<file path="src/rtl/pf_vf_mux_pkg.sv">
// Routing-table entry shared by the PF/VF MUX and the FLR port-reset sequencer.
package pf_vf_mux_pkg;
   localparam int RT_PF_WIDTH   = 3;
   localparam int RT_VF_WIDTH   = 11;
   localparam int RT_PORT_WIDTH = 8;

   typedef struct packed {
      logic [RT_PF_WIDTH-1:0]   pf;
      logic [RT_VF_WIDTH-1:0]   vf;
      logic                     vf_active;
      logic [RT_PORT_WIDTH-1:0] pfvf_port;
   } t_pfvf_rtable_entry;
endpackage

</file>
<file path="src/rtl/pf_vf_flr_port_rst.sv">
// FLR sequencer: maps an FLR to its MUX ports via the routing table, drains, resets, releases, acks.
// Latency accept->ack 4+RST_HOLD_CYCLES (idle ports) or 2 (miss); one FLR in flight, ready low while busy, ack never stalls.
module pf_vf_flr_port_rst #(
   parameter int NUM_PORT           = 4,
   parameter int NUM_RTABLE_ENTRIES = 4,
   parameter int PF_WIDTH           = 3,
   parameter int VF_WIDTH           = 11,
   parameter pf_vf_mux_pkg::t_pfvf_rtable_entry [NUM_RTABLE_ENTRIES-1:0] RTABLE = '0,
   parameter int RST_HOLD_CYCLES    = 64,
   parameter int DRAIN_TIMEOUT      = 1024
) (
   input  logic                clk,
   input  logic                rst_n,
   input  logic                flr_req_valid,
   output logic                flr_req_ready,
   input  logic [PF_WIDTH-1:0] flr_req_pf,
   input  logic [VF_WIDTH-1:0] flr_req_vf,
   input  logic                flr_req_vf_active,
   input  logic [NUM_PORT-1:0] port_idle,
   output logic [NUM_PORT-1:0] port_rst_n,
   output logic                flr_ack_valid,
   output logic [PF_WIDTH-1:0] flr_ack_pf,
   output logic [VF_WIDTH-1:0] flr_ack_vf,
   output logic                flr_ack_vf_active,
   output logic                flr_ack_miss,
   output logic                flr_ack_timeout
);
   localparam int CNT_SPAN = (RST_HOLD_CYCLES > DRAIN_TIMEOUT) ? RST_HOLD_CYCLES : DRAIN_TIMEOUT;
   localparam int CNT_W    = $clog2(CNT_SPAN) + 1;
   localparam logic [CNT_W-1:0] HOLD_LAST  = CNT_W'(RST_HOLD_CYCLES - 1);
   localparam logic [CNT_W-1:0] DRAIN_LAST = CNT_W'(DRAIN_TIMEOUT - 1);

   typedef enum logic [2:0] {
      ST_IDLE, ST_LOOKUP, ST_DRAIN, ST_ASSERT, ST_RELEASE, ST_ACK
   } state_t;

   state_t              state;
   logic [PF_WIDTH-1:0] pf_q;
   logic [VF_WIDTH-1:0] vf_q;
   logic                vf_active_q;
   logic [NUM_PORT-1:0] mask;
   logic [NUM_PORT-1:0] lookup_mask;
   logic [CNT_W-1:0]    cnt;
   logic                timeout_q;
   logic                drain_done;

   // Same table the MUX routes with, so reset scope always equals routing scope.
   always_comb begin
      lookup_mask = '0;
      for (int p = 0; p < NUM_PORT; p++) begin
         for (int e = 0; e < NUM_RTABLE_ENTRIES; e++) begin
            if ((PF_WIDTH'(RTABLE[e].pf) == pf_q) &&
                (!vf_active_q || (RTABLE[e].vf_active && (VF_WIDTH'(RTABLE[e].vf) == vf_q))) &&
                (int'(RTABLE[e].pfvf_port) == p)) begin
               lookup_mask[p] = 1'b1;
            end
         end
      end
   end

   assign drain_done = ((port_idle & mask) == mask);

   always_ff @(posedge clk or negedge rst_n) begin
      if (!rst_n) begin
         state             <= ST_IDLE;
         flr_req_ready     <= 1'b0;
         port_rst_n        <= '0;
         flr_ack_valid     <= 1'b0;
         flr_ack_pf        <= '0;
         flr_ack_vf        <= '0;
         flr_ack_vf_active <= 1'b0;
         flr_ack_miss      <= 1'b0;
         flr_ack_timeout   <= 1'b0;
         pf_q              <= '0;
         vf_q              <= '0;
         vf_active_q       <= 1'b0;
         mask              <= '0;
         cnt               <= '0;
         timeout_q         <= 1'b0;
      end else begin
         flr_ack_valid     <= 1'b0;
         flr_ack_pf        <= '0;
         flr_ack_vf        <= '0;
         flr_ack_vf_active <= 1'b0;
         flr_ack_miss      <= 1'b0;
         flr_ack_timeout   <= 1'b0;
         case (state)
            ST_IDLE: begin
               port_rst_n    <= '1;
               flr_req_ready <= 1'b1;
               if (flr_req_valid && flr_req_ready) begin
                  pf_q          <= flr_req_pf;
                  vf_q          <= flr_req_vf;
                  vf_active_q   <= flr_req_vf_active;
                  flr_req_ready <= 1'b0;
                  state         <= ST_LOOKUP;
               end
            end
            ST_LOOKUP: begin
               mask <= lookup_mask;
               cnt  <= '0;
               if (lookup_mask == '0) begin
                  flr_ack_valid     <= 1'b1;
                  flr_ack_pf        <= pf_q;
                  flr_ack_vf        <= vf_q;
                  flr_ack_vf_active <= vf_active_q;
                  flr_ack_miss      <= 1'b1;
                  state             <= ST_ACK;
               end else begin
                  state <= ST_DRAIN;
               end
            end
            ST_DRAIN: begin
               // Idle wins over timeout when both happen on the last allowed cycle.
               if (drain_done || (cnt == DRAIN_LAST)) begin
                  timeout_q  <= !drain_done;
                  port_rst_n <= ~mask;
                  cnt        <= '0;
                  state      <= ST_ASSERT;
               end else if (cnt != '1) begin
                  cnt <= cnt + 1'b1;
               end
            end
            ST_ASSERT: begin
               if (cnt == HOLD_LAST) begin
                  port_rst_n <= '1;
                  state      <= ST_RELEASE;
               end else if (cnt != '1) begin
                  cnt <= cnt + 1'b1;
               end
            end
            ST_RELEASE: begin
               flr_ack_valid     <= 1'b1;
               flr_ack_pf        <= pf_q;
               flr_ack_vf        <= vf_q;
               flr_ack_vf_active <= vf_active_q;
               flr_ack_timeout   <= timeout_q;
               state             <= ST_ACK;
            end
            ST_ACK: begin
               flr_req_ready <= 1'b1;
               mask          <= '0;
               timeout_q     <= 1'b0;
               state         <= ST_IDLE;
            end
            default: state <= ST_IDLE;
         endcase
      end
   end
endmodule
</file>
<file path="config.mk">
export PLATFORM = sky130hd
export DESIGN_NAME = pf_vf_flr_port_rst
export DESIGN_NICKNAME = d
export VERILOG_FILES = /design/src/rtl/pf_vf_mux_pkg.sv /design/src/rtl/pf_vf_flr_port_rst.sv
export SDC_FILE = /design/constraint.sdc
export NUM_CORES = 1
export LEC_CHECK = 0
export CAP_MARGIN = 5
export CELL_PAD_IN_SITES_DETAIL_PLACEMENT = 1
export CELL_PAD_IN_SITES_GLOBAL_PLACEMENT = 1
export CORE_MARGIN = 3
export CORE_UTILIZATION = 40
export CTS_CLUSTER_SIZE = 25
export DETAILED_ROUTE_END_ITERATION = 7
export DONT_BUFFER_PORTS = 1
export PLACE_DENSITY_LB_ADDON = 0.2
export REMOVE_ABC_BUFFERS = 1
export SETUP_SLACK_MARGIN = 0.2
export SYNTH_ARGS = -nofsm -noshare
export SYNTH_HDL_FRONTEND = slang
export SYNTH_SLANG_ARGS = --single-unit
</file>
<file path="constraint.sdc">
create_clock -name clk -period 2.2 [get_ports clk]
set_input_delay 0 -clock clk [delete_from_list [all_inputs] [get_ports clk]]
set_output_delay 0 -clock clk [all_outputs]
set_load 0.1 [all_outputs]
</file>
==> results.sh <==
export IMPL_drc=0
export IMPL_crit_path_cell_trace="ha_2, nand4_1, or4_4, a32o_4, a21o_1, a22o_1"
export IMPL_yosys_most_used_dff="dfrtp_1"
export IMPL_place_congestion=0.833
export IMPL_port_buffers=0
export IMPL_synth_common_cells="52 x dfrtp_1, 16 x and2_1, 15 x mux2_2, 14 x a21oi_1, 13 x nor2_1"
export IMPL_post_dp_hpwl_um=3560
export IMPL_multi_input_area_um2=970
export IMPL_synth_top_cell_area_share_pct=57.1
export IMPL_syn_area_per_cell_um2=11.2
export IMPL_synth_area_mm2=0.00228
export IMPL_grt_pass1_vias=1931
export IMPL_cts_htree_levels=2
export IMPL_cts_buffers_inserted=5
export IMPL_cp_arrival_ns=2.22
export IMPL_critPathRequiredTime_ns=2.40
export IMPL_core_area_mm2=0.00530
export IMPL_slowest_delay_ns=0.54
export IMPL_power_leakage_nw=1.31
export IMPL_yosys_cell_types_count=43
export IMPL_async_flop_share_pct=100
export IMPL_synth_most_common_cell="dfrtp_1"
export IMPL_numClockSinks=52
export IMPL_grt_usage_pct=19.5
export IMPL_fill_cells=575
export IMPL_ioPinCount=45
export IMPL_clk_latency_ns=0.31
export IMPL_pre_cts_slack_ns=-0.0247
export IMPL_row_count=26
export IMPL_grt_pass1_wl_um=9870
export IMPL_vias=1729
export IMPL_min_period_over_period_pct=91.8
export IMPL_ys_seq_area_share_pct=57.1
export IMPL_endpoint_kind="flop"
export IMPL_fin_cells=310
export IMPL_tightest_slew_ns=0.892
export IMPL_synthTopCellsByArea="dfrtp_1 57%, mux2_2 7.4%, and2_1 4.4%"
export IMPL_start_kind="flop"
export IMPL_routed_wl_um=5660
export IMPL_viasPerCell=5.58
export IMPL_antenna_found_initial=0
export IMPL_slew_headroom_pct=40.6
export IMPL_ir_drop_v=0.000382
export IMPL_finalSetupViolCount=0
export IMPL_dieHeight_um=81.5
export IMPL_clockBufferDepth=2
export IMPL_antenna_cells=0
export IMPL_synthCells=204
export IMPL_drive_gt1_share_pct=22.1
export IMPL_fmax_ghz=0.495
export IMPL_dp_cells=276
export IMPL_hold_path_class="in2reg"
export IMPL_ant_nets=0
export IMPL_worstSetupPathType="reg2reg"
export IMPL_skew_ns=0.00959
export IMPL_clk_pin_slew_ns=0.10
export IMPL_tns_ns=0
export IMPL_critPathMaxFanout=5
export IMPL_status="finished, final reports clean"
export IMPL_synth_edf_count=0
export IMPL_ff_latch_area_mm2=0.00130
export IMPL_drtPass1Iterations=4
export IMPL_maxCapViolCount=0
export IMPL_yosysWarnings=0
export IMPL_grt_max_degree=53
export IMPL_slew_viol_final=0
export IMPL_overflow=0
export IMPL_power_density_mw_per_mm2=905
export IMPL_cts_tree="yes"
export IMPL_path_buf_inv=0
export IMPL_synth_seq_cells=52
export IMPL_post_route_min_period_ns=2.02
export IMPL_area_delta_synth_final_pct=22.8
export IMPL_nets=262
export IMPL_wire_per_inst_um=18.3
export IMPL_die_area_mm2=0.00664
export IMPL_cpLargestDelayFamily="simple AND/OR/NAND/NOR gates"
export IMPL_drt_initial_drc_count=118
export IMPL_fin_ws_ns=0.181
export IMPL_cp_slowest_cell="or4_4"
export IMPL_initial_core_util_pct=43.0
export IMPL_synth_top_cell_by_area="dfrtp_1"
export IMPL_rsz0062_at_grt="true"
export IMPL_finalHoldViolCount=0
export IMPL_cts_root_buf="clkbuf_8"
export IMPL_die_w_um=81.5
## final timing paths
kind                       cells past startpoint       endpoint  slack, ns     startpoint
setup / recovery                               6         cnt[7]       0.18         cnt[0]
hold / removal                                 4       state[0]       0.06  flr_req_valid
setup reg to reg                               6         cnt[7]       0.18         cnt[0]
hold reg to reg                                1  flr_ack_vf[3]       0.49        vf_q[3]
max in group asynchronous                      2  port_rst_n[2]       1.71          rst_n
min in group asynchronous                      2         cnt[0]       0.26          rst_n
## cells by family after synthesis
logic type      synth area share, %
xor+xnor                      0.384
simple gates                   20.5
flops                          57.1
mux                            7.85
compound gates                 10.5
fa+ha+maj                     0.549
buf+inv                        3.07
## metal layers
layer / wire, um / track usage [%] / part of all wire [%] / up-vias
li1: - / - / - / 800
met1: 2350 / 24.2 / 42 / 885
met2: 2940 / 32.8 / 52 / 35
met3: 297 / 5.70 / 5.2 / 9
met4: 71 / 5.74 / 1.3 / 0
met5: 0 / 0 / 0 / -
## worst min-delay path, cell delays in order
cell and delay, ns:
nand2_1 0.08, nand2b_1 0.09, a21oi_1 0.06, o21ai_1 0.10
## metrics by stage
| step | hold slack [ns] | area (um2) | total power, mW | util, % |
|---|---|---|---|---|
| floorplan | -0.296 | 2210 | 1.55 | - |
| global placement | -0.294 | 2400 | 1.70 | 45.3 |
| detailed placement | -0.293 | 2400 | 1.75 | 45.3 |
| CTS | 0.0713 | 2770 | 2.50 | 52.2 |
| global route | 0.116 | 2800 | 2.70 | 52.8 |
| finish | 0.0588 | 2800 | 2.53 | 52.8 |
## area by class of cell
type,count,area share (%)
Clock buffer,6,2.95
Clock inverter,2,0.626
Inverter,1,0.134
Multi-Input combinational cell,143,34.6
Sequential cell,52,46.5
Tap cell,70,3.13
Timing Repair Buffer,36,12.0
## sequential cells by signal (all words and copies together) (netlist names)
| register | count |
|---|---|
| flr_ack_miss | 1 |
| state | 3 |
| port_rst_n | 2 |
| timeout_q | 1 |
| vf_q | 11 |
| flr_ack_timeout | 1 |
| flr_ack_vf_active | 1 |
| vf_active_q | 1 |
| flr_ack_pf | 3 |
| flr_req_ready | 1 |
| flr_ack_vf | 11 |
| mask | 1 |
| cnt | 11 |
| pf_q | 3 |
| flr_ack_valid | 1 |
## cells in the final DEF, fill, tap and decap left out, drive strengths merged, types with 9 or more instances in the layout
cell,count
and2,16
nor2,13
a21oi,14
mux2,15
o21ai,9
nand3,11
dfrtp,52
buf,18
nand2,12
dlygate4sd3,18
## repair_timing
| action | CTS | global route |
|---|---|---|
| gates resized for setup | 4 | 3 |
| hold endpoints to repair | 69 | 0 |
| setup buffers | 3 | 2 |
| setup endpoints to repair | 10 | 12 |
| gates cloned | 2 | 0 |
| hold buffers | 19 | 0 |
| pin swaps | 2 | 1 |
## where the power goes
part           switching [mW]  internal (mW)
clock network           0.329          0.264
logic                   0.440          0.350
registers               0.113           1.04
Power figures use the tool's default switching activity.
